**src/rtl/mac_accumulator_pkg.sv**
```systemverilog
// Shared widths and FSM state encodings for the multiply-accumulate block.
package mac_accumulator_pkg;

  localparam int OP_W   = 4;
  localparam int PROD_W = 8;

  typedef enum logic [1:0] {
    IDLE  = 2'd0,
    ACCUM = 2'd1,
    DRAIN = 2'd2,
    DONE  = 2'd3
  } state_e;

endpackage

```
**src/rtl/mac_accumulator_arraymultiplier.sv**
```systemverilog
// 4x4 unsigned array multiplier: {co, p} = a*b + si + ci, built from shifted partial-product rows.
module arraymultiplier
  import mac_accumulator_pkg::*;
(
  input  logic [OP_W-1:0]   a,
  input  logic [OP_W-1:0]   b,
  input  logic              si,
  input  logic              ci,
  output logic [PROD_W-1:0] p,
  output logic              co
);

  logic [PROD_W:0] sum;

  always_comb begin
    sum = {{PROD_W{1'b0}}, si} + {{PROD_W{1'b0}}, ci};
    for (int i = 0; i < OP_W; i++) begin
      sum = sum + ({{(PROD_W + 1 - OP_W){1'b0}}, a & {OP_W{b[i]}}} << i);
    end
  end

  assign p  = sum[PROD_W-1:0];
  assign co = sum[PROD_W];

endmodule

```
**src/rtl/mac_accumulator.sv**
```systemverilog
// Job-oriented multiply-accumulate: sums len products a*b through a one-deep product
// register, then presents the total until the consumer takes it.
module mac_accumulator
  import mac_accumulator_pkg::*;
#(
  parameter int ACC_W = 16,
  parameter int LEN_W = 8
) (
  input  logic             clk,
  input  logic             rst,
  input  logic             start,
  input  logic [LEN_W-1:0] len,
  input  logic [OP_W-1:0]  a,
  input  logic [OP_W-1:0]  b,
  input  logic             in_valid,
  output logic             in_ready,
  output logic [ACC_W-1:0] acc_out,
  output logic             out_valid,
  input  logic             out_ready,
  output logic             overflow,
  output logic             busy
);

  state_e             state_q, state_d;
  logic [ACC_W-1:0]   acc_q, acc_d;
  logic [PROD_W-1:0]  prod_q, prod_d;
  logic               prod_v_q, prod_v_d;
  logic [LEN_W-1:0]   rem_q, rem_d;
  logic               ovf_q, ovf_d;

  logic [PROD_W-1:0]  mult_p;
  logic               mult_co_unused;
  logic [ACC_W:0]     acc_sum;
  logic               accept;

  arraymultiplier u_mult (
    .a  (a),
    .b  (b),
    .si (1'b0),
    .ci (1'b0),
    .p  (mult_p),
    .co (mult_co_unused)
  );

  assign acc_sum = {1'b0, acc_q} + {{(ACC_W + 1 - PROD_W){1'b0}}, prod_q};
  assign accept  = (state_q == ACCUM) && in_valid;

  always_comb begin
    state_d  = state_q;
    acc_d    = acc_q;
    prod_d   = prod_q;
    prod_v_d = prod_v_q;
    rem_d    = rem_q;
    ovf_d    = ovf_q;

    // Stage 2: fold the registered product into the accumulator.
    if (prod_v_q) begin
      acc_d    = acc_sum[ACC_W-1:0];
      ovf_d    = ovf_q | acc_sum[ACC_W];
      prod_v_d = 1'b0;
    end

    // Stage 1: capture a new product; may overlap the fold above.
    if (accept) begin
      prod_d   = mult_p;
      prod_v_d = 1'b1;
      rem_d    = rem_q - LEN_W'(1);
    end

    unique case (state_q)
      IDLE: begin
        if (start) begin
          acc_d = '0;
          ovf_d = 1'b0;
          if (len != '0) begin
            rem_d   = len;
            state_d = ACCUM;
          end else begin
            state_d = DONE;
          end
        end
      end
      ACCUM: if (accept && rem_q == LEN_W'(1)) state_d = DRAIN;
      DRAIN: state_d = DONE;
      DONE:  if (out_ready) state_d = IDLE;
      default: state_d = IDLE;
    endcase
  end

  always_ff @(posedge clk) begin
    if (rst) begin
      state_q  <= IDLE;
      acc_q    <= '0;
      prod_q   <= '0;
      prod_v_q <= 1'b0;
      rem_q    <= '0;
      ovf_q    <= 1'b0;
    end else begin
      state_q  <= state_d;
      acc_q    <= acc_d;
      prod_q   <= prod_d;
      prod_v_q <= prod_v_d;
      rem_q    <= rem_d;
      ovf_q    <= ovf_d;
    end
  end

  assign in_ready  = (state_q == ACCUM);
  assign out_valid = (state_q == DONE);
  assign busy      = (state_q != IDLE);
  assign acc_out   = acc_q;
  assign overflow  = ovf_q;

endmodule

```
**config.mk**
```make
export PLATFORM = sky130hd
export DESIGN_NAME = mac_accumulator
export DESIGN_NICKNAME = d
export VERILOG_FILES = /design/src/rtl/mac_accumulator_pkg.sv /design/src/rtl/mac_accumulator_arraymultiplier.sv /design/src/rtl/mac_accumulator.sv
export SDC_FILE = /design/constraint.sdc
export NUM_CORES = 1
export LEC_CHECK = 0
export BUFFER_PORTS_ARGS = -buffer_cell sky130_fd_sc_hd__buf_2
export CAP_MARGIN = 0
export CORE_UTILIZATION = 32
export DETAILED_ROUTE_END_ITERATION = 12
export GPL_TIMING_DRIVEN = 0
export PLACE_DENSITY = 0.59
export SYNTH_ARGS = -nofsm -noshare
export SYNTH_HDL_FRONTEND = slang
export SYNTH_SLANG_ARGS = --single-unit
```
**constraint.sdc**
```tcl
create_clock -name clk -period 3.5 [get_ports clk]
set_input_delay 0.7 -clock clk [delete_from_list [all_inputs] [get_ports clk]]
set_output_delay 0.7 -clock clk [all_outputs]
set_load 0.01 [all_outputs]
```
# Word-level counts from Yosys, hierarchy flattened

Cells that the tools add are included.

Add/sub/neg operators: 5
Bitwise gates (word level): 5
Reductions and logical operators: 6
Equal/unequal tests: 7
Mux-type cells: 16

Operators by type and width:

| cell                                                                     | count |
|---|---|
| 16-bit two-way mux                                                       | 3 |
| 8-bit two-way mux                                                        | 4 |
| 16-bit by 8-bit adder with 17-bit output                                 | 1 |
| 4-bit bitwise AND                                                        | 4 |
| 8-bit by 7-bit adder with 8-bit output                                   | 1 |
| 8-bit by 1-bit equality test with 1-bit output (second input constant)   | 1 |
| 2-bit two-way mux                                                        | 4 |
| 2-bit case mux with 4 select lines                                       | 1 |
| 8-bit nonzero test                                                       | 1 |
| 8-bit by 1-bit subtractor with 8-bit output (second input constant)      | 1 |
| 6-bit by 6-bit adder with 7-bit output                                   | 1 |
| 4-bit by 5-bit adder with 6-bit output                                   | 1 |
| 2-bit equality test (second input constant)                              | 2 |
| 1-bit two-way mux                                                        | 4 |
| 2-bit by 1-bit inequality test with 1-bit output (second input constant) | 2 |
| 3-bit AND reduction                                                      | 1 |
| 2-bit by 1-bit equality test with 1-bit output (second input constant)   | 1 |
| 1-bit logical AND                                                        | 2 |
| 2-bit logical NOT                                                        | 1 |
| 2-bit inequality test (second input constant)                            | 1 |
| 2-bit nonzero test                                                       | 1 |
| 1-bit bitwise OR                                                         | 1 |

Flip-flop bits (word level): 36

# Logic depth before layout (Yosys ltp)

Depth in word-level cells: 6
Depth in mapped cells: 12
Mapped depth without buffers: 12

# Cells and area by module

A second synthesis with hierarchy kept.

Cells, all modules: 313
Area total of the unflattened synthesis: 2620.0 sq um

By module, submodules not included:

| module          | instances | cells an instance | sequential area each (sq um) | area an instance (sq um) |
|---|---|---|---|---|
| mac_accumulator | 1         | 253               | 720.7                        | 2132.0 |
| arraymultiplier | 1         | 60                | 0.0                          | 488.0 |

# Worst setup path after synthesis

OpenSTA, ideal clock, no wires.

Kind: input-to-reg
Start point: in b[2]
End point: reg prod_q[7]
Path buffers: 0
Slack: 0.381 ns
Cell stages on the path: 10
Data arrival time: 2.990 ns
Setup time: 0.129 ns
Cells stage by stage: nand2_1 -> fa_1 -> inv_1 -> ha_1 -> fa_1 -> ha_1 -> fa_1 -> a21o_1 -> a211oi_1 -> nor3_1

Word-level cells in the longest chain between the ends: 3

Ends and longest elaborated chain:

| element                                | RTL line                              | RTL |
|---|---|---|
| from (decl)                            | mac_accumulator.sv:14                 | `input logic [OP_W-1:0] b,` |
| 4-bit bitwise AND                      | mac_accumulator_arraymultiplier.sv:18 | `sum = sum + ({{(PROD_W + 1 - OP_W){1'b0}}, a & {OP_W{b[i]}}} << i);` |
| 6-bit by 6-bit adder with 7-bit output | mac_accumulator_arraymultiplier.sv:18 |  |
| 8-bit by 7-bit adder with 8-bit output | mac_accumulator_arraymultiplier.sv:18 |  |
| to (signal assigned)                   | mac_accumulator.sv:101                | `prod_q <= prod_d;` |
| to (decl)                              | mac_accumulator.sv:26                 | `logic [PROD_W-1:0] prod_q, prod_d;` |

No other way between the ends.
A chain may end at the register's enable or synchronous reset.

# Final worst setup path

Start point: in a[0]
End point: reg prod_q[6]

Word-level cells in the longest chain between the ends: 4
Elaborated cells between the ends (all ways): 7
Those cells by class: add/sub (3); bitwise (4)

Ends and longest elaborated chain:

| element                                  | RTL line                              | RTL |
|---|---|---|
| from (decl)                              | mac_accumulator.sv:13                 | `input logic [OP_W-1:0] a,` |
| 4-bit bitwise AND                        | mac_accumulator_arraymultiplier.sv:18 |  |
| 4-bit by 5-bit adder with 6-bit output   | mac_accumulator_arraymultiplier.sv:18 |  |
| 6-bit by 6-bit adder with 7-bit output   | mac_accumulator_arraymultiplier.sv:18 |  |
| 8-bit by 7-bit adder with 8-bit output * | mac_accumulator_arraymultiplier.sv:18 |  |

Every way passes the cells marked *; elsewhere a longest branch is shown, timed or not.

==> flow_metrics.tcl <==
set metrics [dict create \
    route.detailed.drc 0 \
    numCtsBuffers 5 \
    dp.final_hpwl_mm 4.01 \
    gr-usage-all-layers_pct 14.2 \
    dr.pass1.iters 4 \
    p_leak_nw 1.24 \
    route.met2.wl_mm 2.40 \
    synth_cell_type_count 42 \
    syn_avg_cell_area_um2 8.47 \
    drv_slew 0 \
    worst_pin_slew_ps 589 \
    hold_buffers 0 \
    grt-ovfl-total 0 \
    die_w_um 88.2 \
    crit_buf_inv 2 \
    cts_buffer_depth 2 \
    final.fill_count 756 \
    cts.repair.resized 0 \
    drive_gt1_share_pct 15.5 \
    cp.required_ps 3730 \
    finalSetupTns_ps 0 \
    place_area_mm2 0.00270 \
    ff2ff_path_depth 7 \
    avgViaCountPerCell 4.88 \
    grt_first_pass_wirelength_mm 8.74 \
    crit_chain "buf_2, nand2_1, fa_1, inv_1, ha_1, fa_1, xor2_1, ha_1, a21o_1, a21oi_1, xnor2_1, nand2_1, a21oi_1" \
    final_antenna_net_count 0 \
    yosys_warnings 0 \
    ios 41 \
    met1_length_mm 2.48 \
    syn_to_final_growth_pct 18.3 \
    hold_path_class "reg2reg" \
    ys_seq_area_share_pct 30.3 \
    rsz0062_at_grt "no" \
    wl_per_cell_um 12.0 \
    synth_area_mm2 0.00238 \
    hold_violations 0 \
    powerDensity_mw_per_mm2 480 \
    ys.flop_type "dfxtp_1" \
    worstSetupStartpointType "input port" \
    dieArea_mm2 0.00779 \
    period_share_pct 88.1 \
    cp_top_family "adder cells" \
    dr_wl_met3_um 136 \
    final.min_clock_period_ps 3080 \
    wl_mm 5.12 \
    dr.first_iter.drc_count 70 \
    die_h_um 88.2 \
    antenna_cells 0 \
    h-tree-depth 2 \
    place_congestion 0.786 \
    fin_area_mm2 0.00282 \
    setup_viol 0 \
    fin_ws_ps 417 \
    cp_slowest_stage_delay_ps 530 \
    ys_async_sr_fraction_pct 0 \
    cap_violations 0 \
    grt_pass1_vias 1929 \
    whs_ps 467 \
    max_freq_ghz 0.324 \
    coreArea_mm2 0.00721 \
    fin_util_pct 39.0 \
    endpoint_kind "flop" \
    worst-path-max-fanout 4 \
    min_path_cells 2 \
    num_rows 31 \
    synth_edf_count 0 \
    clk_pin_slew_ps 80 \
    max-vdd-ir-drop_mv 0.182 \
    place_ws_ps 101 \
    cts-root-buf "clkbuf_8" \
    r2r_setup_slack_ps 1250 \
    path_depth 13 \
    synth_nets 332 \
    portBuffers 40 \
    outcome "complete, no violations" \
    cts_tree "built" \
    fin_worst_skew_ps 9.30 \
    cts.sinks 36 \
    ys_seq_elements 36 \
    grt_max_degree 13 \
    worstSetupPathType "in2reg" \
    clk_latency_ps 290 \
    antenna_found_initial 0 \
    synth_cells 281 \
    initial_core_util_pct 33.0 \
    relSlewSlack_pct 60.8 \
    post_cts_buffers 0 \
    crit_path_top_delay_cell "fa_1" \
    nNetsFinal 379 \
    top_layer_used "met4" \
    critPathArrivalTime_ps 3310 \
    num_vias 2089 \
]
synthesized netlist by cell type (5+ instances only):
cell | count | area share (%)
nor3_1 | 7 | 1.5
dfxtp_1 | 36 | 30
and2_1 | 12 | 3.2
o21ai_0 | 11 | 2.3
or4_1 | 7 | 2.2
nand3_1 | 8 | 1.7
clkbuf_1 | 8 | 1.3
a21o_1 | 6 | 1.9
nand2_1 | 30 | 4.7
fa_1 | 5 | 4.2
o21a_1 | 5 | 1.6
a211oi_1 | 8 | 2.5
inv_1 | 12 | 1.9
xnor2_1 | 14 | 5.2
nor2_1 | 23 | 3.6
mux2i_1 | 5 | 2.1
a21oi_1 | 15 | 3.2
ha_1 | 25 | 13
report_power, final:
part | total, mW | internal (mW) | switching, mW
registers | 0.512 | 0.466 | 0.0461
logic | 0.473 | 0.200 | 0.273
clock network | 0.365 | 0.211 | 0.154
total | 1.35 | 0.877 | 0.473
flip-flops by register name (all words and copies together), names as in the netlist:
name      flops
state_q       2
prod_q        8
overflow      1
acc_out      16
rem_q         8
prod_v_q      1
area by class of cell:
class                   instances  area (µm²)  area share (%)
clock inverters                 3        42.5            1.51
flip-flops and latches         36         721            25.6
inverters                      12        45.0            1.60
plain buffers                   9        35.0            1.24
well taps                      99         124            4.40
clock buffers                   5        68.8            2.44
repair buffers                 40         200            7.11
multi-input cells             224        1580            56.1
per-stage QoR:
step	power [mW]	cells
final	1.35	428
after global routing	1.47	428
after CTS	1.36	428
after detailed placement	0.993	420
after global placement	0.985	420
after floorplan	0.872	281
per-layer routing:
layer	vias up	GRT usage [%]
met5	-	0
met4	0	6.01
met3	8	2.89
met2	35	23.4
met1	944	18.2
li1	1102	-
worst register-to-register path: cells and delay by family, from the launching register on:
kind / cells / cell delay (ps)
AOI/OAI and AO/OA: 5 / 1190
adders and majority gates: 2 / 670
DFF: 1 / 330
cell usage in the layout (no fill, tap or decap), types with 2 or more instances in the layout:
| cell | synthesis | layout |
|---|---|---|
| buf_2 | 1 | 41 |
| dfxtp_1 | 36 | 36 |
| nand2_1 | 30 | 30 |
| ha_1 | 25 | 25 |
| nor2_1 | 23 | 23 |
| a21oi_1 | 15 | 15 |
| xnor2_1 | 14 | 14 |
| inv_1 | 12 | 12 |
| and2_1 | 12 | 12 |
| o21ai_0 | 11 | 11 |
| clkbuf_1 | 8 | 8 |
| a211oi_1 | 8 | 8 |
| nand3_1 | 8 | 8 |
| or4_1 | 7 | 7 |
| nor3_1 | 7 | 7 |
| a21o_1 | 6 | 6 |
| o21a_1 | 5 | 5 |
| mux2i_1 | 5 | 5 |
| fa_1 | 5 | 5 |
| clkbuf_8 | 0 | 5 |
| a22oi_1 | 4 | 4 |
| or3_1 | 4 | 4 |
| o211ai_1 | 4 | 4 |
| nand2b_1 | 3 | 3 |
| and3_1 | 3 | 3 |
| nand3b_1 | 3 | 3 |
| o21ai_1 | 2 | 2 |
| nor2b_1 | 2 | 2 |
| nor4b_1 | 2 | 2 |
| nand4_1 | 2 | 2 |
| nor4_1 | 2 | 2 |
logic make-up after synthesis:
family / count (synthesis) / synth area share [%]
compound gates: 63 / 17.4
xor+xnor: 15 / 5.52
fa+ha+maj: 30 / 17.4
buf+inv: 21 / 3.36
flops: 36 / 30.3
mux: 5 / 2.10
simple gates: 111 / 24.0
path summary, 6_finish.rpt:
kind | from | to
worst max-delay path | a[0] | prod_q[6]$_SDFFE_PP0P_
worst min-delay path | prod_q[3]$_SDFFE_PP0P_ | prod_q[3]$_SDFFE_PP0P_
worst max register to register | acc_out[0]$_SDFF_PP0_ | acc_out[14]$_SDFF_PP0_
worst min register to register | prod_q[3]$_SDFFE_PP0P_ | prod_q[3]$_SDFFE_PP0P_
Power figures use the tool's default switching activity.
